--- config.mk ---
export PLATFORM = sky130hd
export DESIGN_NAME = hex_word_parser
export DESIGN_NICKNAME = d
export VERILOG_FILES = /design/src/rtl/hex_word_parser.sv
export SDC_FILE = /design/constraint.sdc
export NUM_CORES = 1
export LEC_CHECK = 0
export BUFFER_PORTS_ARGS = -buffer_cell sky130_fd_sc_hd__buf_2
export CAP_MARGIN = 15
export CORE_AREA = 3 3 92 94
export DETAILED_ROUTE_END_ITERATION = 6
export DIE_AREA = 0 0 95 97
export MAX_ROUTING_LAYER = met4
export PLACE_DENSITY = 0.68
export RECOVER_POWER = 50
export SYNTH_ARGS = -nofsm -noshare
export SYNTH_HDL_FRONTEND = slang
export SYNTH_SLANG_ARGS = --single-unit
export TNS_END_PERCENT = 1
--- constraint.sdc ---
create_clock -name clk -period 3.25 [get_ports clk]
set_clock_uncertainty 0.05 [all_clocks]
set_input_delay 0.65 -clock clk [delete_from_list [all_inputs] [get_ports clk]]
set_output_delay 0.65 -clock clk [all_outputs]
set_load 0.1 [all_outputs]
--- src/rtl/hex_word_parser.sv ---
// Byte-serial parser for "0x<hex digits>;" tokens. Hex digits are assembled
// MSB-first into a word. Each good token produces a one-cycle word_valid
// strobe. Each bad token produces a one-cycle err strobe, after which the
// parser resynchronises on the next ';'.
module hex_word_parser #(
  parameter int unsigned MAX_DIGITS = 8
) (
  input  logic                    clk,
  input  logic                    reset,
  input  logic [7:0]              char,
  input  logic                    char_valid,
  output logic [4*MAX_DIGITS-1:0] word,
  output logic                    word_valid,
  output logic [3:0]              digits,
  output logic                    err,
  output logic                    busy
);

  localparam int unsigned W = 4 * MAX_DIGITS;

  localparam logic [7:0] ChSemi = 8'h3b;
  localparam logic [7:0] ChZero = 8'h30;
  localparam logic [7:0] ChX    = 8'h78;

  typedef enum logic [2:0] {
    StIdle,
    StZero,
    StPfx,
    StDig,
    StErr
  } state_e;

  state_e         state;
  logic [W-1:0]   acc;
  logic [3:0]     cnt;
  logic           is_hex;
  logic [3:0]     nibble;

  // Classify the incoming byte: lowercase hex digits only.
  always_comb begin
    is_hex = 1'b0;
    nibble = 4'h0;
    if (char >= 8'h30 && char <= 8'h39) begin
      is_hex = 1'b1;
      nibble = char[3:0];
    end else if (char >= 8'h61 && char <= 8'h66) begin
      is_hex = 1'b1;
      nibble = char[3:0] + 4'd9;  // 'a' has low nibble 1, maps to 10
    end
  end

  // Token FSM with registered strobes, result and busy flag.
  always_ff @(posedge clk) begin
    if (reset) begin
      state      <= StIdle;
      acc        <= '0;
      cnt        <= 4'd0;
      word       <= '0;
      digits     <= 4'd0;
      word_valid <= 1'b0;
      err        <= 1'b0;
      busy       <= 1'b0;
    end else begin
      word_valid <= 1'b0;
      err        <= 1'b0;
      if (char_valid) begin
        unique case (state)
          StIdle: begin
            // Anything other than '0' is separator noise.
            if (char == ChZero) begin
              state <= StZero;
              busy  <= 1'b1;
            end
          end
          StZero: begin
            if (char == ChX) begin
              state <= StPfx;
              acc   <= '0;
              cnt   <= 4'd0;
            end else begin
              state <= StErr;
              err   <= 1'b1;
            end
          end
          StPfx: begin
            if (is_hex) begin
              state <= StDig;
              acc   <= W'(nibble);
              cnt   <= 4'd1;
            end else begin
              state <= StErr;
              err   <= 1'b1;
            end
          end
          StDig: begin
            if (is_hex) begin
              if (cnt < 4'(MAX_DIGITS)) begin
                acc <= (acc << 4) | W'(nibble);
                cnt <= cnt + 4'd1;
              end else begin
                state <= StErr;
                err   <= 1'b1;
              end
            end else if (char == ChSemi) begin
              state      <= StIdle;
              busy       <= 1'b0;
              word       <= acc;
              digits     <= cnt;
              word_valid <= 1'b1;
            end else begin
              state <= StErr;
              err   <= 1'b1;
            end
          end
          StErr: begin
            if (char == ChSemi) begin
              state <= StIdle;
              busy  <= 1'b0;
            end
          end
          default: begin
            state <= StIdle;
            busy  <= 1'b0;
          end
        endcase
      end
    end
  end

endmodule

==> impl_metrics.json <==
{
  "cts-root-buf": "clkbuf_8",
  "status": "completed",
  "leakagePower_uw": 0.00141,
  "cts_tree": "built",
  "grt_pass1_vias": 2699,
  "postCtsSetupBuffers": 0,
  "setup_slack_ns": 0.607,
  "cts_max_level": 3,
  "path_cells": "clkbuf_1, inv_1, ha_1, nor2_1, nor4b_1, and3_1, buf_4, nand2_1, a21oi_1",
  "synth_fp_nets": 420,
  "avgSynthCellArea_um2": 8.30,
  "synth_area_mm2": 0.00335,
  "drv_slew": 0,
  "antenna_found_initial": 0,
  "final_util": 0.487,
  "synth-edff-count": 0,
  "seqCellArea_mm2": 0.00156,
  "crit_cells": 9,
  "cpLargestDelayFamily": "simple AND/OR/NAND/NOR gates",
  "finalCritPeriodShare": 0.813,
  "via_per_inst": 5.08,
  "cts_buffer_depth": 2,
  "grtUsageTotal": 0.173,
  "finalSetupViolations": 0,
  "synth_cell_type_count": 50,
  "ios": 50,
  "vias": 2787,
  "ys_warn_count": 0,
  "max_freq_mhz": 378,
  "fp.dieH_um": 97,
  "port_buffers": 49,
  "numClockSinks": 78,
  "post-route-min-period_ns": 2.64,
  "crit_path_start_kind": "primary input",
  "clk_pin_slew_ns": 0.07,
  "drive_above_1_share": 0.0805,
  "die-area_mm2": 0.00922,
  "drv_cap": 0,
  "slowest_stage": "nor4b_1",
  "dp_cells": 534,
  "fin_nets": 459,
  "r2r_cells": 6,
  "finalHoldViolCount": 0,
  "routedWlPerCell_um": 13.1,
  "place.gp.congestion": 0.833,
  "start_util": 0.434,
  "required_ns": 3.48,
  "worstPathArrival_ns": 2.87,
  "wirelength_mm": 7.19,
  "num_antenna_cells": 0,
  "final_antenna_net_count": 0,
  "end_kind": "flop",
  "cpPeakStageDelay_ns": 0.68,
  "die_w_um": 95,
  "fin_cells": 549,
  "grt_max_degree": 38,
  "n_fill_cell": 794,
  "syn_inst": 404,
  "dp_hpwl_mm": 4.84,
  "cts_hold_buf": 0,
  "crit_fanout": 36,
  "power_density_mw_per_mm2": 461,
  "multi_input_area_mm2": 0.00159,
  "ys.flop_type": "dfxtp_1",
  "worstMarginPinSlew_ns": 1.18,
  "core-area_mm2": 0.00773,
  "ir_drop_uv": 178,
  "route.detailed.drc": 0,
  "clock_latency_ns": 0.35,
  "setup_tns_ns": 0,
  "hold_depth": 2,
  "fin_hold_ws_ns": 0.400,
  "grt_pass1_wl_mm": 12.4,
  "globalRouteOverflowTotal": 0,
  "path_buf_inv": 3,
  "numCtsBuffers": 9,
  "drt-initial-drc-count": 181,
  "dr.pass1.iters": 4,
  "synth-seq-cells": 78,
  "rsz0062_at_grt": "false",
  "ys_seq_area_frac": 0.465,
  "min_path_type": "flop to flop",
  "cts_resized": 0,
  "critical_path_class": "primary input to flop",
  "rows": 32,
  "area_delta_synth_final_pct": 12.2,
  "postSynth.asyncResetShare": 0,
  "place_ws_ns": 0.574,
  "slew_headroom": 0.216
}
==> per-stage QoR <==
| stage | total power [uW] | instance area, um2 |
|---|---|---|
| global route | 1800 | 3760 |
| finish | 1740 | 3760 |
| detailed placement | 1030 | 3640 |
| CTS | 1750 | 3840 |
| global placement | 1030 | 3640 |
| floorplan | 1020 | 3350 |
==> power breakdown <==
group          switching, uW  leakage, uW  internal [uW]
clock                    336     0.000102            393
sequential            0.0210     0.000628            955
combinational           35.9     0.000677           16.9
total                    372      0.00141           1360
==> Yosys cell counts, types with 2 or more instances <==
cell type / count / area (um2)
nand2_1: 136 / 510
dfxtp_1: 78 / 1560
a21oi_1: 44 / 220
mux2i_1: 29 / 290
clkbuf_1: 15 / 56.3
nand3_1: 9 / 45.0
nor2_1: 8 / 30.0
buf_2: 7 / 35.0
inv_1: 7 / 26.3
o21ai_0: 6 / 30.0
a31oi_1: 5 / 31.3
buf_6: 5 / 56.3
ha_1: 5 / 62.6
a31o_2: 3 / 26.3
nand2b_1: 3 / 18.8
nor4_1: 3 / 18.8
a211oi_1: 2 / 15.0
and3_1: 2 / 12.5
nand4_1: 2 / 12.5
nor2b_1: 2 / 12.5
nor3_1: 2 / 10.0
nor4b_1: 2 / 17.5
o31ai_1: 2 / 15.0
==> sequential cells by signal, summed over array words and instances (netlist names) <==
name and count:
acc 32, word 32, cnt 4, digits 4
state 3, busy 1, err 1, word_valid 1
==> final cells by class <==
| cell class | count | area share |
|---|---|---|
| inverter | 7 | 0.00698 |
| sequential | 78 | 0.415 |
| clock inverter | 3 | 0.0116 |
| multi-input combinational | 291 | 0.422 |
| tap | 102 | 0.0339 |
| timing repair buffer | 56 | 0.0691 |
| clock buffer | 12 | 0.0412 |
==> per-layer routing <==
layer / share of wire / wire length, um / global-route usage
met1: 0.48 / 3470 / 0.227
met2: 0.46 / 3290 / 0.254
met3: 0.049 / 352 / 0.0404
met4: 0.011 / 82 / 0.0710
met5: 0 / 0 / -
==> worst paths after layout <==
path | startpoint | to | slack, ns
min reg2reg | word[18] | word[18] | 0.40
max reg2reg | state[0] | acc[0] | 1.28
min | word[18] | word[18] | 0.40
max | char[1] | word[26] | 0.61
==> worst reg2reg max path, stage by stage, from the launching register on <==
cell,delay (ns)
dfxtp_1,0.50
o21a_1,0.21
and3_1,0.17
and2_1,0.30
nand2_1,0.16
buf_12,0.22
a31o_2,0.26
==> layout by cell type (no fill, tap or decap), types with 3 or more instances in the layout <==
| cell type | instances |
|---|---|
| a31o_2 | 3 |
| clkbuf_1 | 41 |
| a21oi_1 | 44 |
| a31oi_1 | 5 |
| o21ai_0 | 6 |
| inv_1 | 7 |
| nor2_1 | 8 |
| buf_2 | 9 |
| clkbuf_8 | 11 |
| buf_4 | 6 |
| nor4_1 | 3 |
| mux2i_1 | 29 |
| ha_1 | 5 |
| nand2_1 | 137 |
| nor4b_1 | 3 |
| a211oi_1 | 3 |
| nand2b_1 | 3 |
| dfxtp_1 | 78 |
| nand3_1 | 9 |
==> cell families (layout without fill, tap and decap cells) <==
logic type,count (synthesis),in the layout,share of synthesized area
flip-flops,78,78,0.465
AND/OR/NAND/NOR,183,183,0.243
adder cells (fa/ha/maj),5,5,0.0186
buffers and inverters,35,78,0.0541
AO/OA/AOI/OAI,72,72,0.126
XOR/XNOR,1,1,0.00261
multiplexers,30,30,0.0899
No activity file was read; power rests on OpenSTA's default activity.
